==> config.mk <==
export PLATFORM = sky130hd
export DESIGN_NAME = fwd_sched
export DESIGN_NICKNAME = d
export VERILOG_FILES = /design/src/rtl/fwd_pkg.sv /design/src/rtl/fwd_src_pick.sv /design/src/rtl/fwd_sched.sv
export SDC_FILE = /design/constraint.sdc
export NUM_CORES = 1
export LEC_CHECK = 0
export CELL_PAD_IN_SITES_DETAIL_PLACEMENT = 1
export CELL_PAD_IN_SITES_GLOBAL_PLACEMENT = 1
export CORE_MARGIN = 2
export CORE_UTILIZATION = 35
export CTS_CLUSTER_SIZE = 20
export DETAILED_ROUTE_END_ITERATION = 16
export PLACE_DENSITY_LB_ADDON = 0.1
export SLEW_MARGIN = 20
export SYNTH_ARGS = -nofsm -noshare
export SYNTH_HDL_FRONTEND = slang
export SYNTH_SLANG_ARGS = --single-unit
==> constraint.sdc <==
create_clock -name clk -period 1.9 [get_ports clk]
set_input_delay 0.38 -clock clk [delete_from_list [all_inputs] [get_ports clk]]
set_output_delay 0.38 -clock clk [all_outputs]
set_load 0.01 [all_outputs]
==> src/rtl/fwd_pkg.sv <==
// Shared types for the EX-stage operand forwarding scheduler: source codes,
// in-flight slot record and the register-hit test.
package fwd_pkg;
  localparam int RA_W  = 5;
  localparam int SEL_W = 3;

  typedef enum logic [SEL_W-1:0] {
    SRC_RF        = 3'd0,
    SRC_EXMEM_ALU = 3'd1,
    SRC_MEMWB_ALU = 3'd2,
    SRC_MEMWB_LD  = 3'd3,
    SRC_ALT       = 3'd4
  } fwd_src_e;

  typedef struct packed {
    logic            valid;
    logic [RA_W-1:0] rd;
    logic            wen;
    logic            load;
  } slot_t;

  // x0 never hits because wen is masked at slot entry and rs==0 is rejected here too.
  function automatic logic slot_hit(slot_t s, logic en, logic [RA_W-1:0] rs);
    return en && (rs != '0) && s.valid && s.wen && (s.rd == rs);
  endfunction
endpackage

==> src/rtl/fwd_src_pick.sv <==
// Per-operand source select: alternate source, else youngest matching producer.
module fwd_src_pick
  import fwd_pkg::*;
(
  input  logic [RA_W-1:0]  rs,
  input  logic             rs_use,
  input  logic             alt,
  input  slot_t            e,
  input  slot_t            m,
  output logic [SEL_W-1:0] sel
);
  always_comb begin
    sel = SRC_RF;
    if (alt)                     sel = SRC_ALT;
    else if (slot_hit(e, rs_use, rs)) sel = SRC_EXMEM_ALU;
    else if (slot_hit(m, rs_use, rs)) sel = m.load ? SRC_MEMWB_LD : SRC_MEMWB_ALU;
  end
endmodule

==> src/rtl/fwd_sched.sv <==
// Operand-source scheduler: tracks EX/MEM/WB destinations, registers the
// ALU A/B mux selects and raises a one-cycle load-use stall.
module fwd_sched
  import fwd_pkg::*;
#(
  parameter int DEPTH = 2
) (
  input  logic             clk,
  input  logic             rst,
  input  logic             hold,
  input  logic             flush,
  input  logic             id_valid,
  input  logic [RA_W-1:0]  id_rs1,
  input  logic [RA_W-1:0]  id_rs2,
  input  logic [RA_W-1:0]  id_rd,
  input  logic             id_use_rs1,
  input  logic             id_use_rs2,
  input  logic             id_reg_write,
  input  logic             id_is_load,
  input  logic             id_a_pc,
  input  logic             id_b_imm,
  output logic             stall,
  output logic [SEL_W-1:0] sel_a,
  output logic [SEL_W-1:0] sel_b,
  output logic             ex_valid
);
  slot_t            e_q;
  slot_t            mw_q [DEPTH];  // [0] = MEM, [DEPTH-1] = WB (WB kept for observability)
  logic [SEL_W-1:0] pick_a, pick_b;
  logic             issue;

  fwd_src_pick u_pick_a (
    .rs(id_rs1), .rs_use(id_use_rs1), .alt(id_a_pc), .e(e_q), .m(mw_q[0]), .sel(pick_a)
  );
  fwd_src_pick u_pick_b (
    .rs(id_rs2), .rs_use(id_use_rs2), .alt(id_b_imm), .e(e_q), .m(mw_q[0]), .sel(pick_b)
  );

  assign stall = id_valid & e_q.load &
                 (slot_hit(e_q, id_use_rs1, id_rs1) | slot_hit(e_q, id_use_rs2, id_rs2));
  assign issue = id_valid & ~flush & ~stall;

  always_ff @(posedge clk) begin
    if (rst) begin
      e_q      <= '0;
      for (int i = 0; i < DEPTH; i++) mw_q[i] <= '0;
      sel_a    <= '0;
      sel_b    <= '0;
      ex_valid <= 1'b0;
    end else if (!hold) begin
      for (int i = DEPTH - 1; i > 0; i--) mw_q[i] <= mw_q[i-1];
      mw_q[0] <= e_q;
      if (issue) begin
        e_q.valid <= 1'b1;
        e_q.rd    <= id_rd;
        e_q.wen   <= id_reg_write & (id_rd != '0);
        e_q.load  <= id_is_load;
        sel_a     <= pick_a;
        sel_b     <= pick_b;
        ex_valid  <= 1'b1;
      end else begin
        e_q      <= '0;
        sel_a    <= '0;
        sel_b    <= '0;
        ex_valid <= 1'b0;
      end
    end
  end
endmodule

==> impl_metrics.ini <==
[critical_path]
required_ns = 1.52
path_class = in2out
path_cells = buf_6, or4_4, o21ai_4, nor3_4, o21ai_4, nor2_1, buf_2
cp_slowest_cell = or4_4
start_kind = input port
path_common_cell = o21ai_4
r2r_start = e_q[4]
max_stage_delay_ns = 0.54
crit_start = id_rs2[1]
cp_num_buf_inv = 2
arrival_ns = 1.66
cp_top_family = simple AND/OR/NAND/NOR gates
end_kind = primary output
crit_fanout = 3

[sta]
worstMarginPinSlew_ns = 0.302
setup_viol = 1
fmax_mhz = 491
fin_ws_ns = -0.135
maxSlewViolCount = 0
clock_skew_ns = 0.00141
relSlewSlack = 0.798
hold_viol_final = 0
final.min_clock_period_ns = 2.04
rsz0062_at_grt = true
period_share = 1.07

[finish]
diodes = 0
areaGrowthSynthToFinish_pct = 63.8
drive_above_1_share = 0.364
num-nets-final = 200

[clocking]
htreeDepth = 1
root_buffer = clkbuf_4
clockBufferDepth = 2
cts.sinks = 22
numCtsBuffers = 3
cts_tree = built
cts_hold_buf = 0
clock_latency_ns = 0.31
clk_pin_slew_ns = 0.12

[placed_design]
port_buffers = 33
place_congestion = 0.793
pre_cts_ws_ns = -0.861
hpwlAfterDp_mm = 2.64

[status]
status = complete, but fails checks
violations = negative setup slack

[floorplanning]
fp-row-count = 20
start_util = 0.369
dieHeight_um = 60.7
dieArea_sq_um = 3690
coreArea_sq_um = 3050
boundaryPins = 34
die_x_um = 60.7

[drt]
drt-initial-drc-count = 29
drc_errors = 0
ant_nets = 0
wl_per_cell_um = 16.5
drt-total-wl_mm = 3.57
dr.pass1.iters = 4
vias = 1080
vias_per_cell = 4.98

[global_route]
grtUsageTotal = 0.205
grt_remaining_overflow = 0
antenna_found_initial = 0
grt_max_degree = 15
grt_pass1_vias = 1121
grt_pass1_wl_mm = 5.32

[power]
p_total_w = 0.000926
p_leak_nw = 0.694
p_per_area_nw_per_um2 = 502
ir_drop_mv = 0.304

[logic_synthesis]
synth_seq_cells = 22
ys_warn_count = 0
synth-edff-count = 8
avgSynthCellArea_sq_um = 10.4
synth_nets = 134
ys_types = 23
async_flop_share = 0
synth_most_common_cell = xnor2_1
synth_common_cells = xnor2_1, dfxtp_1, nand2_1
synth_top_area_share = 0.249
ys.flop_type = dfxtp_1
syn_area_sq_um = 1130
synth_largest_area_cell = dfxtp_1
synthCells = 108
yosysSeqAreaShare = 0.462
synthTopCellsByArea = dfxtp_1, edfxtp_1, xnor2_1

[worst_hold_path]
hold_start = sel_b[1]
min_path_type = reg2reg

[run]
drv_cap = 0
## report_power, final
part | total (W) | internal, W | switching (W)
combinational | 0.000186 | 0.000111 | 0.0000756
sequential | 0.000511 | 0.000496 | 0.0000149
clock | 0.000228 | 0.0000822 | 0.000146
total | 0.000926 | 0.000689 | 0.000237
## stage by stage
| step | setup TNS (ns) | utilization | hold slack (ns) | cell area [sq um] | std cells |
|---|---|---|---|---|---|
| 2_1_floorplan | 0 | - | 0.449 | 1130 | 108 |
| 3_3_place_gp | -5.38 | 0.550 | 0.434 | 1680 | 207 |
| 3_5_place_dp | -6.11 | 0.550 | 0.439 | 1680 | 207 |
| 4_1_cts | -0.163 | 0.571 | 0.457 | 1740 | 215 |
| 5_1_grt | -0.211 | 0.604 | 0.501 | 1840 | 217 |
| 6_report | -0.135 | 0.604 | 0.462 | 1840 | 217 |
## final cells by class
class | instances | area (sq um)
flip-flops and latches | 22 | 539
fillers | 360 | 1210
inverters | 2 | 7.51
well taps | 44 | 55.1
multi-input cells | 83 | 699
clock buffers | 4 | 26.3
repair buffers | 62 | 517
## path summary, 6_finish.rpt
kind,to,cells after the start,slack [ns]
min,sel_b[1],2,0.46
max,stall,7,-0.14
min reg2reg,sel_b[1],2,0.46
max reg2reg,sel_a[1],8,0.10
## timing repair
action,in CTS,in global routing
pin swaps,11,13
endpoints found under the setup margin,15,1
resized for setup,48,18
buffers inserted,4,2
## cells by family after synthesis
logic type,share of synthesized area
buf+inv,0.0100
xor+xnor,0.156
simple gates,0.216
flops,0.462
compound gates,0.157
## registers in the layout, summed over array words and instances, names as in the netlist
name	flops
sel_a	3
mw_q	8
e_q	7
ex_valid	1
sel_b	3
## metal layers
| layer | GRT usage | up-vias | part of all wire |
|---|---|---|---|
| li1 | - | 535 | - |
| met1 | 0.244 | 516 | 0.40 |
| met2 | 0.378 | 25 | 0.55 |
| met3 | 0.0213 | 4 | 0.032 |
| met4 | 0.0745 | 0 | 0.013 |
| met5 | 0 | - | 0 |
## worst register-to-register path, delay by kind of cell, from the launching register on
kind | cells | cell delay, ns
AOI/OAI and AO/OA | 2 | 0.38
xor gates and xnor gates | 1 | 0.14
buffers and inverters | 3 | 0.35
DFF | 1 | 0.39
and+or+nand+nor | 2 | 0.44
## cell usage in the layout, fill, tap and decap left out, drive strengths merged
cell type | Yosys | final
inv | 2 | 2
o21a | 1 | 1
or4 | 3 | 3
buf | 0 | 37
nand3b | 3 | 3
nor2b | 1 | 1
nor2 | 4 | 4
clkbuf | 1 | 5
nand4 | 2 | 2
a32o | 8 | 8
o211ai | 1 | 1
dfxtp | 14 | 14
clkdlybuf4s50 | 0 | 22
edfxtp | 8 | 8
nand2 | 9 | 9
o21ai | 11 | 11
dlygate4sd2 | 0 | 2
and2 | 8 | 8
nor3 | 2 | 2
nand3 | 5 | 5
xnor2 | 20 | 20
nor4 | 5 | 5
(Power assumes the default switching activity.)
